[config.mk]
export PLATFORM = sky130hd
export DESIGN_NAME = delay_sched
export DESIGN_NICKNAME = d
export VERILOG_FILES = /design/src/rtl/delay_sched_pkg.sv /design/src/rtl/delay_sched_rr_pick.sv /design/src/rtl/delay_sched.sv
export SDC_FILE = /design/constraint.sdc
export NUM_CORES = 1
export LEC_CHECK = 0
export ABC_AREA = 1
export CELL_PAD_IN_SITES_DETAIL_PLACEMENT = 0
export CELL_PAD_IN_SITES_GLOBAL_PLACEMENT = 2
export CORE_ASPECT_RATIO = 1.25
export CORE_MARGIN = 5
export CORE_UTILIZATION = 22
export CTS_BUF_LIST = sky130_fd_sc_hd__clkbuf_4 sky130_fd_sc_hd__clkbuf_8 sky130_fd_sc_hd__clkbuf_16
export DETAILED_ROUTE_END_ITERATION = 8
export GPL_TIMING_DRIVEN = 0
export HOLD_SLACK_MARGIN = 0.06
export PLACE_DENSITY_LB_ADDON = 0.1
export SLEW_MARGIN = 20
export SYNTH_ARGS = -nofsm -noshare
export SYNTH_HDL_FRONTEND = slang
export SYNTH_SLANG_ARGS = --single-unit
[constraint.sdc]
create_clock -name clk -period 1.1 [get_ports clk]
set_clock_uncertainty 0.15 [all_clocks]
set_input_delay 0.11 -clock clk [delete_from_list [all_inputs] [get_ports clk]]
set_output_delay 0.11 -clock clk [all_outputs]
set_load 0.02 [all_outputs]
[src/rtl/delay_sched_pkg.sv]
// Shared definitions for the delay-line scheduler: FSM state encoding and
// the round-robin pointer advance helper.
`ifndef DELAY_SCHED_PKG_SV
`define DELAY_SCHED_PKG_SV

package delay_sched_pkg;

    typedef enum logic [1:0] {
        S_IDLE    = 2'd0,
        S_LAUNCH  = 2'd1,
        S_RELEASE = 2'd2
    } state_t;

    // Pointer moves one past the port just served so that port goes last next time.
    function automatic int unsigned next_ptr(input int unsigned idx, input int unsigned r);
        return (idx + 1 == r) ? 0 : idx + 1;
    endfunction

endpackage

`endif

[src/rtl/delay_sched_rr_pick.sv]
// Combinational round-robin selector: first set request bit scanning from
// i_ptr upward with wrap. Reusable by any scheduler that keeps its own pointer.
module rr_pick #(
    parameter  int R  = 2,
    localparam int PW = (R > 1) ? $clog2(R) : 1
) (
    input  logic [R-1:0]  i_req,
    input  logic [PW-1:0] i_ptr,
    output logic [R-1:0]  o_onehot,
    output logic [PW-1:0] o_idx,
    output logic          o_any
);

    always_comb begin
        o_any = 1'b0;
        o_idx = '0;
        for (int i = 0; i < R; i++) begin
            if (!o_any && i_req[(int'(i_ptr) + i) % R]) begin
                o_any = 1'b1;
                o_idx = PW'((int'(i_ptr) + i) % R);
            end
        end
        o_onehot = o_any ? (R'(1) << o_idx) : '0;
    end

endmodule

[src/rtl/delay_sched.sv]
// Shares one delay-line bundle among R requesters: round-robin grant, launch
// the winner's data, wait T settle cycles, capture, then 4-phase done.
module delay_sched
    import delay_sched_pkg::*;
#(
    parameter int   N    = 1,
    parameter int   R    = 2,
    parameter int   T    = 4,
    parameter logic Rval = 1'b0
) (
    input  logic           clk,
    input  logic           rst,
    input  logic [R-1:0]   req,
    input  logic [R*N-1:0] data_in,
    output logic [R-1:0]   gnt,
    output logic [R-1:0]   done,
    output logic [N-1:0]   result,
    output logic           busy,
    output logic [N-1:0]   dl_i,
    input  logic [N-1:0]   dl_o,
    output logic [1:0]     o_dbg_state
);

    localparam int PW = $clog2(R);
    localparam int CW = $clog2(T + 1);

    if (T < 1) begin : g_bad_t
        $error("delay_sched: T must be >= 1");
    end
    if (R < 2 || R > 16) begin : g_bad_r
        $error("delay_sched: R must be in 2..16");
    end

    state_t        r_state;
    logic [R-1:0]  r_gnt;
    logic [R-1:0]  r_done;
    logic [N-1:0]  r_result;
    logic          r_busy;
    logic [N-1:0]  r_dl_i;
    logic [PW-1:0] r_ptr;
    logic [PW-1:0] r_idx;
    logic [CW-1:0] r_cnt;

    logic [R-1:0]  w_onehot;
    logic [PW-1:0] w_idx;
    logic          w_any;
    logic [N-1:0]  w_sel_data;

    rr_pick #(.R(R)) u_rr_pick (
        .i_req    (req),
        .i_ptr    (r_ptr),
        .o_onehot (w_onehot),
        .o_idx    (w_idx),
        .o_any    (w_any)
    );

    assign w_sel_data = data_in[int'(w_idx)*N +: N];

    always_ff @(posedge clk) begin
        if (rst) begin
            r_state  <= S_IDLE;
            r_gnt    <= '0;
            r_done   <= '0;
            r_result <= '0;
            r_busy   <= 1'b0;
            r_dl_i   <= {N{Rval}};
            r_ptr    <= '0;
            r_idx    <= '0;
            r_cnt    <= '0;
        end else begin
            case (r_state)
                S_IDLE: begin
                    if (w_any) begin
                        r_gnt   <= w_onehot;
                        r_idx   <= w_idx;
                        r_dl_i  <= w_sel_data;
                        r_cnt   <= CW'(T - 1);
                        r_busy  <= 1'b1;
                        r_state <= S_LAUNCH;
                    end
                end
                S_LAUNCH: begin
                    // dl_i stays frozen here so the bundle sees a stable input for T cycles.
                    if (r_cnt != '0) begin
                        r_cnt <= r_cnt - 1'b1;
                    end else begin
                        r_result <= dl_o;
                        r_done   <= r_gnt;
                        r_state  <= S_RELEASE;
                    end
                end
                S_RELEASE: begin
                    if (!req[r_idx]) begin
                        r_done  <= '0;
                        r_gnt   <= '0;
                        r_busy  <= 1'b0;
                        r_ptr   <= PW'(next_ptr(int'(r_idx), R));
                        r_state <= S_IDLE;
                    end
                end
                default: begin
                    r_state <= S_IDLE;
                end
            endcase
        end
    end

    assign gnt         = r_gnt;
    assign done        = r_done;
    assign result      = r_result;
    assign busy        = r_busy;
    assign dl_i        = r_dl_i;
    assign o_dbg_state = r_state;

endmodule
==> metrics.md <==
| Metric | Value |
|---|---|
| Die height | `just over 70 µm` |
| Routed WL per cell | `roughly 11 µm` |
| Violated checks | `hold timing, setup timing` |
| CP endpoint kind | `flip-flop` |
| Synth Register Bits | `14` |
| Met1 wire length | `about 730 µm` |
| Depth of the CTS H-tree | `1` |
| Outcome | `complete, but fails checks` |
| DR DRC count | `0` |
| Setup slack after placement | `-408 ps` |
| DR vias/cell | `approximately 4.2` |
| Overflow after GRT | `0` |
| Core area | `between 2000 and 3000 µm²` |
| CP delay by family, top | `simple AND/OR/NAND/NOR gates` |
| Count of cell types in the netlist | `12` |
| Worst-Margin Slew | `450 ps` |
| Largest net degree at the start of global routing | `9` |
| First DRT Iteration DRCs | `8` |
| Cts hold-fix bufs | `1` |
| Async SR Flop Fraction | `0%` |
| Vias in the first global route | `just over 700` |
| Leakage | `0.490 nW` |
| Yosys top cell area share | `43.4%` |
| GPL Wtd Cong | `a little over 0.7` |
| Max cap viols | `0` |
| Slew margin rel. | `70.0%` |
| Power per Cell Area | `1520 nW/µm²` |
| Min Tclk post-route | `~1200 ps` |
| Min-Delay Path Class | `input pin to flip-flop` |
| Slowest cell delay on critical path | `about 400 ps` |
| Metal2 WL | `917 µm` |
| Number of flops mapped to enable cells by yosys | `0` |
| Routed wl met3 | `roughly 25 µm` |
| Cells after synthesis | `between 90 and 100` |
| CTS tree | `yes` |
| Die Wd | `around 60 µm` |
| Nets | `around 130` |
| Row count | `22` |
| Total of warnings raised by yosys | `0` |
| Vias post-DR | `666` |
| Detailed placement HPWL | `roughly 1300 µm` |
| Pwr Total | `between 1.5 and 2 mW` |
| RSZ-0062 raised after global routing | `true` |
| Worst Path Max Fanout | `5` |
| Max layer used | `met4` |
| Synth cell count leaders | `nand2_1 (28), inv_1 (15), dfxtp_1 (14)` |
| Initial Util | `between 20% and 30%` |
| Routed Antenna Nets | `0` |
| Req. time, crit path | `1180 ps` |
| Min Hold Slack | `-15.3 ps` |
| Port Buf Inserts | `14` |
| Main synth FF type | `dfxtp_1` |
| Top-count cell post-synth | `nand2_1` |
| CP max-delay cell | `dfxtp_4` |
| Cell area after synthesis | `646 µm²` |
| Layout area overhead | `66.3%` |
| Placed instance area | `868 µm²` |
| Io pins | `16` |
| Maximum VDD drop | `0.510 mV` |
| First-pass GRT wire length | `approximately 3000 µm` |
| Avg Inst Size Synth | `6.87 µm²` |
| Final instance area | `around 1100 µm²` |
| Antenna violations before repair | `0` |
| DRT Pass-1 Iters | `3` |
| Final hold vios | `3` |
| Post-Syn Nets | `between 100 and 150` |
| Dominant cell type by area after synthesis | `dfxtp_1` |
| Clock buffer count from CTS | `3` |
| Setup crit start kind | `flip-flop` |
| Clock latency on the worst-skew pair | `280 ps` |
| Max Root-Sink Buffers | `2` |
| Die area | `roughly 4100 µm²` |
| CP Buf/Inv Count | `2` |
| CTS sink cnt | `14` |
| Critical path class | `flip-flop to flip-flop` |
| Register area share after synthesis | `between 40% and 50%` |
| Min setup slack post-route | `-95.5 ps` |
| Antenna diodes | `0` |
| Fin Setup TNS | `-910 ps` |
| Final setup viols | `14` |
| Final wirelength | `1690 µm` |
| Total global routing track utilization | `9.35%` |
| Share of layout cells above drive strength 1 | `50.4%` |
| Clk pin slew, worst setup/hold paths | `90 ps` |
| Crit-path cells | `inv_2 > nor2_4 > nand2_4 > nand2_4 > nand2_2 > nand2_1 > nand2_1 > inv_1` |
| Final period util | `109%` |
| Arrival time at the worst endpoint | `approximately 1300 ps` |
| Fmax | `between 0.8 and 0.9 GHz` |
| Root Driver | `clkbuf_4` |
| Slew Viols, Final | `0` |
| Top cells by area, synth | `dfxtp_1 (43%), nand2_1 (16%), inv_1 (8.7%)` |
==> worst min-delay path, cell delays in order <==
cell	delay, ps
buf_2	120
nor2_2	60
nand2_1	50
nand2_1	40
==> per-layer routing <==
layer | GRT usage (%) | vias to the layer above
met3 | 1.64 | 2
met5 | 0 | -
li1 | - | 355
met4 | 3.87 | 0
met1 | 10.9 | 303
met2 | 16.4 | 6
==> sequential cells by signal, summed over array words and instances, names as in the netlist <==
name / flops
r_ptr: 1
r_cnt: 3
o_dbg_state: 2
r_idx: 1
done: 2
busy: 1
gnt: 2
result: 1
dl_i: 1
==> cell families (layout without fill, tap and decap cells) <==
family / count (synthesis) / after routing / share of synthesized area (%)
fa+ha+maj: 2 / 2 / 3.88
flops: 14 / 14 / 43.4
simple gates: 51 / 51 / 34.7
compound gates: 11 / 11 / 8.53
buf+inv: 16 / 45 / 9.49
==> cell type report <==
class	instances	area [µm²]
Buffer	1	5.00
Clock buffer	4	36.3
Fill cell	323	1820
Inverter	15	61.3
Multi-Input combinational cell	64	424
Sequential cell	14	297
Tap cell	36	45.0
Timing Repair Buffer	25	205
==> worst paths after layout <==
kind	slack [ps]	startpoint	end	cells past startpoint
worst max-delay path	-100	o_dbg_state[0]	r_cnt[1]	8
worst min-delay path	-20	rst	r_idx	4
worst max register to register	-100	o_dbg_state[0]	r_cnt[1]	8
worst min register to register	300	dl_i	dl_i	2
==> stage by stage <==
stage                     util [%]  std cells
final                         37.1        159
after floorplan                  -         94
after detailed placement      30.0        144
after global routing          37.1        159
after global placement        30.0        144
after CTS                     34.6        156
==> placed cells by master, fill, tap and decap left out, types with 4 or more instances in the layout <==
cell type | netlist | final
nand2_1 | 28 | 22
buf_4 | 0 | 14
inv_1 | 15 | 9
dfxtp_2 | 0 | 7
a21oi_2 | 0 | 6
nand3_1 | 10 | 6
nand2_4 | 0 | 5
dfxtp_1 | 14 | 5
clkdlybuf4s50_1 | 0 | 5
inv_2 | 0 | 4
buf_2 | 1 | 4
nor2_1 | 7 | 4
==> power breakdown <==
part	leakage, nW	switching [mW]	internal (mW)
Combinational	0.350	0.345	0.278
Clock	0.0210	0.171	0.201
Sequential	0.119	0.0574	0.577
==> repair_timing <==
action,in CTS,in global routing
pin swaps,12,9
gates cloned,0,0
endpoints found under the hold margin,8,3
setup endpoints to repair,23,20
buffers inserted,7,3
resized for setup,58,19
(Power assumes the default switching activity.)
==> variant: new RTL, same flow settings <==
The parameter `T` goes from 4 to 16. Comments in the files are not updated.
--- a/src/rtl/delay_sched.sv
+++ b/src/rtl/delay_sched.sv
@@ -7,3 +7,3 @@
     parameter int   R    = 2,
-    parameter int   T    = 4,
+    parameter int   T    = 16,
     parameter logic Rval = 1'b0
Formal check against the unedited RTL: no difference found for any inputs over 4 cycles, from zero or initial values and one cycle with rst high; that may be too few to reach the edited logic, so the function may still have changed.
==> variant against the unedited design <==
- the flow finishes with violations (negative setup slack)
- final area increased by 4.4%
- die area grew 15%
- routed wire length grew 22%
- power rose by 15%
- worst hold slack improved by 0.25 ns
- core utilization down 3.0 points
- area after synthesis rose by 17%
- global-route usage up 0.14 points
- sequential cell count grew 2
- sequential share of layout area up 2.0 points
- worst setup slack worse by 0.042 ns
- critical endpoint is now r_cnt[2]$_SDFFE_PP0P_
- largest cell class unchanged
- highest routed layer unchanged
==> variant: results (changes against the unedited design) <==
- First-pass GRT wire length: 3.55 mm (+17%)
- Top post-synthesis cells by area: dfxtp_1, a21oi_1, nand3_1
- Crit-path max FO: 4 (-1)
- Detailed Routing Iterations Pass 1: 2 (-1)
- ClkCell Share: 3.68% (+0.30 points)
- Largest register FFs: 5 (+2)
- Non-Filler Instances: 166 (+4.4%)
- Failing checks: negative setup slack
- Dpl cell area: 981 um2 (+13%)
- Worst-case reg-to-reg path depth: 7 (-1)
- Setup WS post-layout: -0.138 ns (-0.0423 ns)
- Layout Utilization: 34.2% (-3.0 points)
- Cts repair resizes: 51 (-12%)
- Comb power frac: 37.1% (-1.2 points)
- CTS Buf Count: 3 (unchanged)
- Setup TNS: -1.37 ns (-0.462 ns)
- Invs w/o clock: 15 (unchanged)
- Mapped Nets: 109 (+5.8%)
- Minimum hold slack: 0.230 ns (+0.246 ns)
- Worst-Margin Slew: 0.237 ns (-0.213 ns)
- Reg-to-Reg Start: r_cnt[1]$_SDFFE_PP0P_
- PortBufs: 15 (+1)
- PD cells: 1670 nW/um2 (+9.8%)
- Final setup viols: 16 (+2)
- Dpl cells: 153 (+6.3%)
- Worst EP arrival: 1.26 ns
- Setup Fix Bufs, Post-CTS: 8 (+1)
- Multi-input gate area in the final layout: 449 um2 (+5.9%)
- R2r endpoint: r_cnt[2]$_SDFFE_PP0P_
- Clk Latency, worst-skew pair: 0.25 ns (-0.03 ns)
- Status: complete, but fails checks
- GRT Total Usage: 9.49% (+0.14 points)
- Detailed Route WL: 2.05 mm (+22%)
- Min-delay src: req[0]
- Largest net degree at the start of global routing: 11 (+2)
- Signal buf overhead: 17.3% (-2.3 points)
- Post-layout net count: 139 (+4.5%)
- Share of cells above drive strength 1: 43.4% (-7.0 points)
- Signal buffers: 27 (+3.8%)
- P_leak: 0.478 nW (-2.5%)
- Seq/total area: 29.6% (+2.0 points)
- Seq/Total Area, Yosys: 42.2% (-1.2 points)
- Setup WS pre-CTS: -0.588 ns (-0.180 ns)
- HPWL after DPL: 1.49 mm (+15%)
- Worst Hold End: r_ptr$_SDFFE_PP0P_
- Yosys cell types: 22 (+10)
- Top cells by count, synth: dfxtp_1, nand2_1, a21oi_1, nand3_1, inv_1
- Clk slew on worst S/H paths: 0.07 ns (-0.02 ns)
- Maximum vdd ir drop: 0.584 mV (+15%)
- Synth Register Bits: 16 (+2)
- Routed vias: 736 (+11%)
- Fillers: 372 (+15%)
- Vias in the first global route: 779 (+11%)
- Die width: 62.5 um (+6.9%)
- CTS root buffer: clkbuf_8
- DRT iter0 DRCs: 9 (+1)
- Post-synthesis area per instance: 7.51 um2 (+9.3%)
- P_sw: 0.665 mW (+16%)
- Multi-input gate count: 68 (+6.3%)
- GP Congestion: 0.710 (-2.1%)
variant: changes by cell type after synthesis, moves of 2 or more:
cell     unedited run  this run
nor2_2              0         2
o21ai_1             0         2
nand3_1            10        12
a21oi_1             9        12
nand2_1            28        16
nand3_2             0         2
inv_1              15        11
inv_2               0         4
dfxtp_1            14        16
variant: worst max-delay path, cell delays in order (launching register included):
cell and delay [ns]:
dfxtp_2 0.33, inv_2 0.06, ha_4 0.17, inv_2 0.04, or2_0 0.19, nand3_1 0.07
nand2_1 0.05, a21oi_1 0.10
variant: cells by family (layout without fill, tap and decap cells):
logic type | count (synthesis) | in the layout | synth area share [%]
DFF | 16 | 16 | 42.2
and+or+nand+nor | 48 | 48 | 33.2
adders and majority gates | 1 | 1 | 1.65
buffers and inverters | 17 | 45 | 9.40
AOI/OAI and AO/OA | 19 | 19 | 13.5
variant: how the worst max path moves through the flow:
stage / endpoint / startpoint / slack (ns)
after floorplan: r_cnt[4]$_SDFFE_PP0P_ / o_dbg_state[0]$_SDFFE_PP0P_ / -0.08
after global placement: dl_i$_SDFFE_PP0P_ / req[0] / -0.60
after detailed placement: dl_i$_SDFFE_PP0P_ / req[0] / -0.59
after CTS: r_cnt[4]$_SDFFE_PP0P_ / o_dbg_state[0]$_SDFFE_PP0P_ / -0.15
after global routing: r_cnt[2]$_SDFFE_PP0P_ / r_cnt[0]$_SDFFE_PP0P_ / -0.19
final: r_cnt[2]$_SDFFE_PP0P_ / r_cnt[1]$_SDFFE_PP0P_ / -0.14
variant: layer usage:
| metal | up-vias | wire, um | global-route usage (%) |
|---|---|---|---|
| met5 | - | 0 | 0 |
| met4 | 0 | 19 | 3.54 |
| met3 | 2 | 36 | 1.77 |
| met2 | 8 | 1070 | 18.7 |
| met1 | 338 | 924 | 10.1 |
| li1 | 388 | - | - |
